### config.mk
export PLATFORM = sky130hd
export DESIGN_NAME = comma_detect
export DESIGN_NICKNAME = d
export VERILOG_FILES = /design/src/rtl/comma_detect.sv
export SDC_FILE = /design/constraint.sdc
export NUM_CORES = 1
export LEC_CHECK = 0
export ABC_AREA = 1
export BUFFER_PORTS_ARGS = -buffer_cell sky130_fd_sc_hd__buf_2
export CAP_MARGIN = 10
export CORE_ASPECT_RATIO = 0.9
export CORE_MARGIN = 5
export CORE_UTILIZATION = 60
export CTS_BUF_LIST = sky130_fd_sc_hd__clkbuf_4
export DETAILED_ROUTE_END_ITERATION = 8
export PLACE_DENSITY = 0.85
export SLEW_MARGIN = 25
export SYNTH_ARGS = -nofsm -noshare
export SYNTH_HDL_FRONTEND = slang
export SYNTH_SLANG_ARGS = --single-unit
### constraint.sdc
create_clock -name BitCLK -period 1.6 [get_ports BitCLK]
set_input_delay 0.24 -clock BitCLK [delete_from_list [all_inputs] [get_ports BitCLK]]
set_output_delay 0.24 -clock BitCLK [all_outputs]
set_load 0.05 [all_outputs]
### src/rtl/comma_detect.sv
// K28.5 comma detector for a serial 8b/10b receiver.
// Watches the recovered bit stream for either running-disparity form of
// K28.5, pulses Comma on the bit-j cycle of an accepted comma, and tracks
// symbol lock through a HUNT / VERIFY / LOCKED state machine.
//
// Comma is a Mealy output: it depends on the current Serial bit, the
// registered state and the detector enable. Everything else is registered.
// DbgState exposes the FSM state (0 = HUNT, 1 = VERIFY, 2 = LOCKED).
module comma_detect #(
    parameter int LOCK_CNT = 3,  // consecutive in-phase commas needed to lock
    parameter int LOSS_CNT = 4   // consecutive off-phase commas that drop lock
) (
    input  logic       BitCLK,
    input  logic       Reset,       // asynchronous, active low
    input  logic       Serial,
    input  logic       CommaDetEn,
    output logic       Comma,
    output logic       Aligned,
    output logic [1:0] DbgState
);

    localparam logic [1:0] HUNT   = 2'd0;
    localparam logic [1:0] VERIFY = 2'd1;
    localparam logic [1:0] LOCKED = 2'd2;

    localparam int GW = $clog2(LOCK_CNT + 1);
    localparam int MW = $clog2(LOSS_CNT + 1);
    localparam logic [GW-1:0] GOOD_MAX = GW'(LOCK_CNT);
    localparam logic [MW-1:0] MISS_MAX = MW'(LOSS_CNT);

    // Registered state
    logic [8:0]    hist_q;     // hist_q[8] = previous bit, hist_q[0] = nine bits ago
    logic [3:0]    phase_q,  phase_d;
    logic [3:0]    fill_q,   fill_d;
    logic [GW-1:0] good_q,   good_d;
    logic [MW-1:0] miss_q,   miss_d;
    logic [1:0]    state_q,  state_d;
    logic          aligned_q;

    // Window and match qualification
    logic [9:0] window;
    logic       is_k28_5;
    logic       match;
    logic       in_phase;
    logic       accept;
    logic [GW-1:0] good_inc;
    logic [MW-1:0] miss_inc;

    assign window   = {Serial, hist_q};          // window[0] is bit a
    assign is_k28_5 = (window == 10'h17C) || (window == 10'h283);
    // A match only counts once nine fresh bits sit in the history.
    assign match    = CommaDetEn && (fill_q == 4'd9) && is_k28_5;
    assign in_phase = (phase_q == 4'd9);
    // Off-phase commas are ignored while locked; everywhere else a match re-aligns.
    assign accept   = match && ((state_q != LOCKED) || in_phase);

    assign Comma    = accept;
    assign Aligned  = aligned_q;
    assign DbgState = state_q;

    // Next-state logic for the lock FSM, the fill counter and the saturating counters
    always_comb begin
        state_d  = state_q;
        good_d   = good_q;
        miss_d   = miss_q;
        fill_d   = fill_q;
        good_inc = (good_q == GOOD_MAX) ? good_q : good_q + 1'b1;
        miss_inc = (miss_q == MISS_MAX) ? miss_q : miss_q + 1'b1;

        if (!CommaDetEn) begin
            state_d = HUNT;
            good_d  = '0;
            miss_d  = '0;
            fill_d  = '0;
        end else begin
            fill_d = (fill_q == 4'd9) ? fill_q : fill_q + 4'd1;
            if (match) begin
                case (state_q)
                    HUNT: begin
                        good_d = GW'(1);
                        if (LOCK_CNT <= 1) begin
                            state_d = LOCKED;
                            miss_d  = '0;
                        end else begin
                            state_d = VERIFY;
                        end
                    end
                    VERIFY: begin
                        if (in_phase) begin
                            good_d = good_inc;
                            if (good_inc == GOOD_MAX) begin
                                state_d = LOCKED;
                                miss_d  = '0;
                            end
                        end else begin
                            // Comma at a new position: restart verification there.
                            good_d = GW'(1);
                        end
                    end
                    LOCKED: begin
                        if (in_phase) begin
                            miss_d = '0;
                        end else begin
                            miss_d = miss_inc;
                            if (miss_inc == MISS_MAX) begin
                                state_d = HUNT;
                            end
                        end
                    end
                    default: state_d = HUNT;
                endcase
            end
        end
    end

    // Symbol phase: zero on the bit after an accepted comma, otherwise count 0..9
    always_comb begin
        phase_d = (phase_q == 4'd9) ? 4'd0 : phase_q + 4'd1;
        if (accept) begin
            phase_d = 4'd0;
        end
    end

    // State registers; history keeps shifting regardless of the enable
    always_ff @(posedge BitCLK or negedge Reset) begin
        if (!Reset) begin
            hist_q    <= '0;
            phase_q   <= '0;
            fill_q    <= '0;
            good_q    <= '0;
            miss_q    <= '0;
            state_q   <= HUNT;
            aligned_q <= 1'b0;
        end else begin
            hist_q    <= {Serial, hist_q[8:1]};
            phase_q   <= phase_d;
            fill_q    <= fill_d;
            good_q    <= good_d;
            miss_q    <= miss_d;
            state_q   <= state_d;
            aligned_q <= (state_d == LOCKED);
        end
    end

endmodule
# Word level (Yosys, flattened, before mapping)
# Cells that the tools add are included.
totals:
  romBits: 0
  ramBits: 0
  ff_bits: 25
  word_cells: 60
  inputBits: 4
  out_inout_bits: 4
  latchBits: 0
  mem_count: 0
classes:
  multipliers: 0
  magnitude_cmp: 0
  div_mod_pow: 0
  n_reduce_logical: 8
  addsub: 4
  n_eq_ne: 18
  n_mux: 23
  bitwise: 0
  shift: 0
ops:
  columns: ["operator", "n"]
  rows:
  - ["two-way mux 2 bit", 10]
  - ["two-way mux 3 bit", 6]
  - ["two-way mux 4 bit", 4]
  - ["== test 10 bit, second input constant", 1]
  - ["== test 10 x 9 -> 1 bit, second input constant", 1]
  - ["adder 4 x 1 -> 4 bit, second input constant", 2]
  - ["== test 2 bit, second input constant", 4]
  - ["== test 4 bit, second input constant", 2]
  - ["== test 3 bit, second input constant", 2]
  - ["!= test 3 x 1 -> 1 bit, second input constant", 2]
  - ["!= test 3 bit, second input constant", 2]
  - ["case mux 2 bit (3 select lines)", 1]
  - ["case mux 3 bit (2 select lines)", 1]
  - ["!= test 2 bit, second input constant", 2]
  - ["case mux 2 bit (2 select lines)", 1]
  - ["AND reduction 4 bit", 1]
  - ["adder 3 x 1 -> 3 bit, second input constant", 1]
  - ["logical AND 1 bit", 3]
  - ["adder 2 x 1 -> 2 bit, second input constant", 1]
  - ["== test 2 x 1 -> 1 bit, second input constant", 1]
  - ["logical NOT 2 bit", 1]
  - ["logical OR 1 bit", 2]
  - ["!= test 2 x 1 -> 1 bit, second input constant", 1]
  - ["AND reduction 2 bit", 1]

# Logic depth before layout (Yosys ltp)
logic_depth:
  ltp_word: 9
  depth_mapped: 12

# Least setup slack after synthesis
# No wires, ideal clock.
synth_path:
  path_type: "register -> output"
  startpoint: "reg state_q[1], in the netlist DbgState[1]"
  endpoint: "out Comma"
  stages_incl_launch_ff: 6
  n_path_buf: 0
  required_ps: 1360
  arrival_time_ps: 1428
  slack_ps: -68
  cell_sequence: "dfrtp_1 inv_1 nor2_1 nand2_1 nand2_2 inv_1"
synth_between:
  elab_chain_len: 3
synth_lines:
  columns: ["item", "line_no", "text"]
  rows:
  - ["start: declaration", "37", "logic [1:0] state_q, state_d;"]
  - ["start signal: assignment", "140", "state_q <= state_d;"]
  - ["!= test 2 bit", "55", "assign accept = match && ((state_q != LOCKED) || in_phase);"]
  - ["logical OR 1 bit", "55", null]
  - ["logical AND 1 bit", "55", null]
  - ["end: declaration", "17", "output logic Comma,"]
# No other way between the ends.

# Worst setup path after layout
layout_path:
  startpoint: "reg hist_q[4]"
  endpoint: "out Comma"
layout_between:
  elab_chain_len: 4
  elab_cells_between_ends: 5
  cone_classes: "eq/ne: 2; reduce/logical: 3"
layout_lines:
  columns: ["item", "line_no", "text"]
  rows:
  - ["start: declaration", "32", "logic [8:0] hist_q;"]
  - ["start signal: assignment", "135", "hist_q <= {Serial, hist_q[8:1]};"]
  - ["== test 10 x 9 -> 1 bit / == test 10 bit (equally long branches)", "50", "assign is_k28_5 = (window == 10'h17C) || (window == 10'h283);"]
  - ["logical OR 1 bit *", "50", null]
  - ["logical AND 1 bit *", "52", "assign match = CommaDetEn && (fill_q == 4'd9) && is_k28_5;"]
  - ["logical AND 1 bit *", "55", null]
# Mark *: on every way between the ends. The rest lies on a longest branch, timed or not.

==> flow_summary.toml <==
[sta]
report.final.slew_viol_count = 0
postLayoutSetupSlackWorst_ns = -0.208
tightest_slew_ns = 0.536
tns_ns = -0.208
hold_violations = 0
rsz0062_at_grt = "true"
post-route-period-util_pct = 113
fin_worst_skew_ns = 0.0212
setup_viol = 1
relSlewSlack_pct = 64.3
min_period_ns = 1.81
timing.fmax_mhz = 553

[clock_network]
numCtsBuffers = 3
path_clk_slew_ns = 0.15
cts.sinks = 25
cts_tree = "built"
root_buffer = "clkbuf_4"
htreeDepth = 1
clock_tree.buffer_depth = 2
clock_latency_ns = 0.33

[placement]
place_ws_ns = 0.0166
place_hpwl_um = 1780
place_congestion = 0.833
port_buffers = 7
place_area_um2 = 1380

[cells_and_area]
fill_cells = 169
syn2layout_area_growth_pct = 15.3
final_area_um2 = 1490
nets = 189
drive_gt1_share_pct = 23.9
fin_util_pct = 70.4
antenna_cells = 0

[routing]
drt-wirelength-per-cell_um = 12.1
drt_iter0_drc = 29
ant_nets = 0
finalWirelength_um = 2500
detail_route.vias_per_cell = 5.19
vias = 1075
drt_pass1_iterations = 4
post-route-drc-count = 0

[power_and_ir_drop]
cellLeakagePower_nw = 0.798
pwr-share-comb_pct = 21.9
p_int_mw = 0.905
clockPowerShare_pct = 22.1
seqPwrFrac_pct = 56.0
power.total_mw = 1.32
switching_share_pct = 31.6
p_switching_mw = 0.418
ir_drop_uv = 595
power_density_nw_per_um2 = 886

[critical_path]
crit_type = "register to output port"
crit_chain = "nand2_1 > nor2_1 > nand3_2 > nand2_2 > nand2_4 > inv_2 > nand2_2 > inv_2 > buf_8"
cp_max_fo = 4
reg2reg_from = "fill_q[1]"
startpoint = "hist_q[4]"
slowest_delay_ns = 0.43
cp.required_ns = 1.36
endpoint_kind = "output port"
cp-start-kind = "register"
worstPathArrival_ns = 1.57
cp_slowest_cell = "dfrtp_1"

[global_routing]
track_usage_pct = 17.8
grt_max_degree = 26
grt_pass1_wl_um = 4150
antenna_found_initial = 0
first_global_vias = 1032
grt_overflow_total = 0

[synth]
syn_area_um2 = 1300
syn_area_per_cell_um2 = 8.15
seq_area_frac_synth_pct = 48.3
synth_cell_type_count = 23
syn-num-nets = 167
synth_simple_gate_area_share_pct = 31.7
synth_warnings = 0
synth_xor_area_share_pct = 1.35
synth_top_family_by_area = "simple AND/OR/NAND/NOR gates"
syn_inst = 159
synth_compound_area_share_pct = 5.02
synth-seq-cells = 25
synth_fa_ha_area_share_pct = 3.86
muxShareOfSynthArea_pct = 0

[floorplanning]
start_util_pct = 61.1
core-area_um2 = 2120
die_y_um = 54.1
dieArea_um2 = 3190
num_rows = 16
die_x_um = 59.0
pin_count = 8

[status]
outcome = "complete, but fails checks"
failed_checks = "negative setup slack"

[hold_path]
hp-start = "Serial"
hold_class = "input pin to register"

[job]
cap_violations = 0
## registers in the layout (all words and copies together) (netlist names)
signal / flops
Aligned: 1
fill_q: 4
hist_q: 9
miss_q: 3
DbgState: 2
phase_q: 4
good_q: 2
## power groups by stage
stage | sequential, mW | combinational, mW | clock (mW)
3_5_place_dp | 0.748 | 0.265 | 0
4_1_cts | 0.737 | 0.271 | 0.301
2_1_floorplan | 0.739 | 0.198 | 0
6_report | 0.741 | 0.290 | 0.292
5_1_grt | 0.748 | 0.332 | 0.333
3_3_place_gp | 0.745 | 0.247 | 0
## worst paths after layout
| path | to | slack, ns | depth (start not counted) |
|---|---|---|---|
| hold / removal | hist_q[8] | 0.04 | 1 |
| min in group asynchronous | hist_q[7] | 0.40 | 2 |
| setup / recovery | Comma | -0.21 | 9 |
| max in group asynchronous | phase_q[3] | 0.82 | 2 |
| setup reg to reg | miss_q[0] | 0.14 | 10 |
| hold reg to reg | hist_q[0] | 0.42 | 0 |
## cell usage after synthesis
cell      instances  share of area, %
inv_4             1              0.48
buf_6             1              0.87
nand2_4           1              0.87
inv_6             1              0.68
o22ai_1           1              0.48
a21oi_1           2              0.77
nand3_4           1               1.4
inv_1            27               7.8
nand4_1           3               1.4
nand2_2           4               1.9
nand3b_1          1              0.58
dfrtp_1          25                48
xnor2_1           1              0.68
o21ai_0           5               1.9
nand3_1          14               5.4
nor2_1           17               4.9
nor2_4            3               2.6
nand2_1          40                12
a21oi_2           1              0.68
nor2_2            2              0.97
o21ai_1           3               1.2
xor2_1            1              0.68
ha_1              4               3.9
## worst max-delay path: cells and delay by family (launching register included)
| kind | cells | cell delay, ns |
|---|---|---|
| simple gates | 6 | 0.56 |
| flops | 1 | 0.43 |
| buf+inv | 3 | 0.24 |
## through the flow
stage,std cells,hold WS (ns)
floorplan,159,-0.0556
global placement,195,0.242
detailed placement,195,0.248
CTS,204,0.0319
global route,207,0.0192
finish,207,0.0404
## layout by cell type, fill, tap and decap left out, types with 2 or more instances in the layout
cell type	instances
inv_1	24
nor2_1	15
nor2_2	4
nand4_1	3
ha_1	3
inv_2	3
buf_2	6
nor2_4	3
dfrtp_1	24
buf_4	10
o21ai_1	3
nand2_1	40
o21ai_0	5
nand3_1	13
inv_6	2
clkbuf_4	3
nand2_2	4
a21oi_1	2
## final cells by class
| type | instances | area (um^2) | area share (%) |
|---|---|---|---|
| flip-flops and latches | 25 | 627 | 42.0 |
| multi-input cells | 104 | 556 | 37.2 |
| repair buffers | 18 | 130 | 8.71 |
| inverters | 29 | 116 | 7.79 |
| well taps | 27 | 33.8 | 2.26 |
| clock buffers | 3 | 22.5 | 1.51 |
| clock inverters | 1 | 8.76 | 0.586 |
## per-layer routing
layer	GRT usage [%]	routed length, um	up-vias
met5	0	0	-
met4	7.17	104	0
met3	4.32	92	12
met2	33.3	1260	30
met1	19.4	1040	496
li1	-	-	537
## logic make-up after synthesis
group,Yosys count
adder cells (fa/ha/maj),4
XOR/XNOR,2
flip-flops,25
buffers and inverters,30
AO/OA/AOI/OAI,12
AND/OR/NAND/NOR,86
## repair_timing
item                                    CTS  global route
endpoints found under the setup margin    1             1
hold endpoints to repair                 25             0
setup buffers                             4             3
pin swaps                                 6             4
hold buffers                              1             0
resized for setup                         6             4
(Power assumes the default switching activity.)
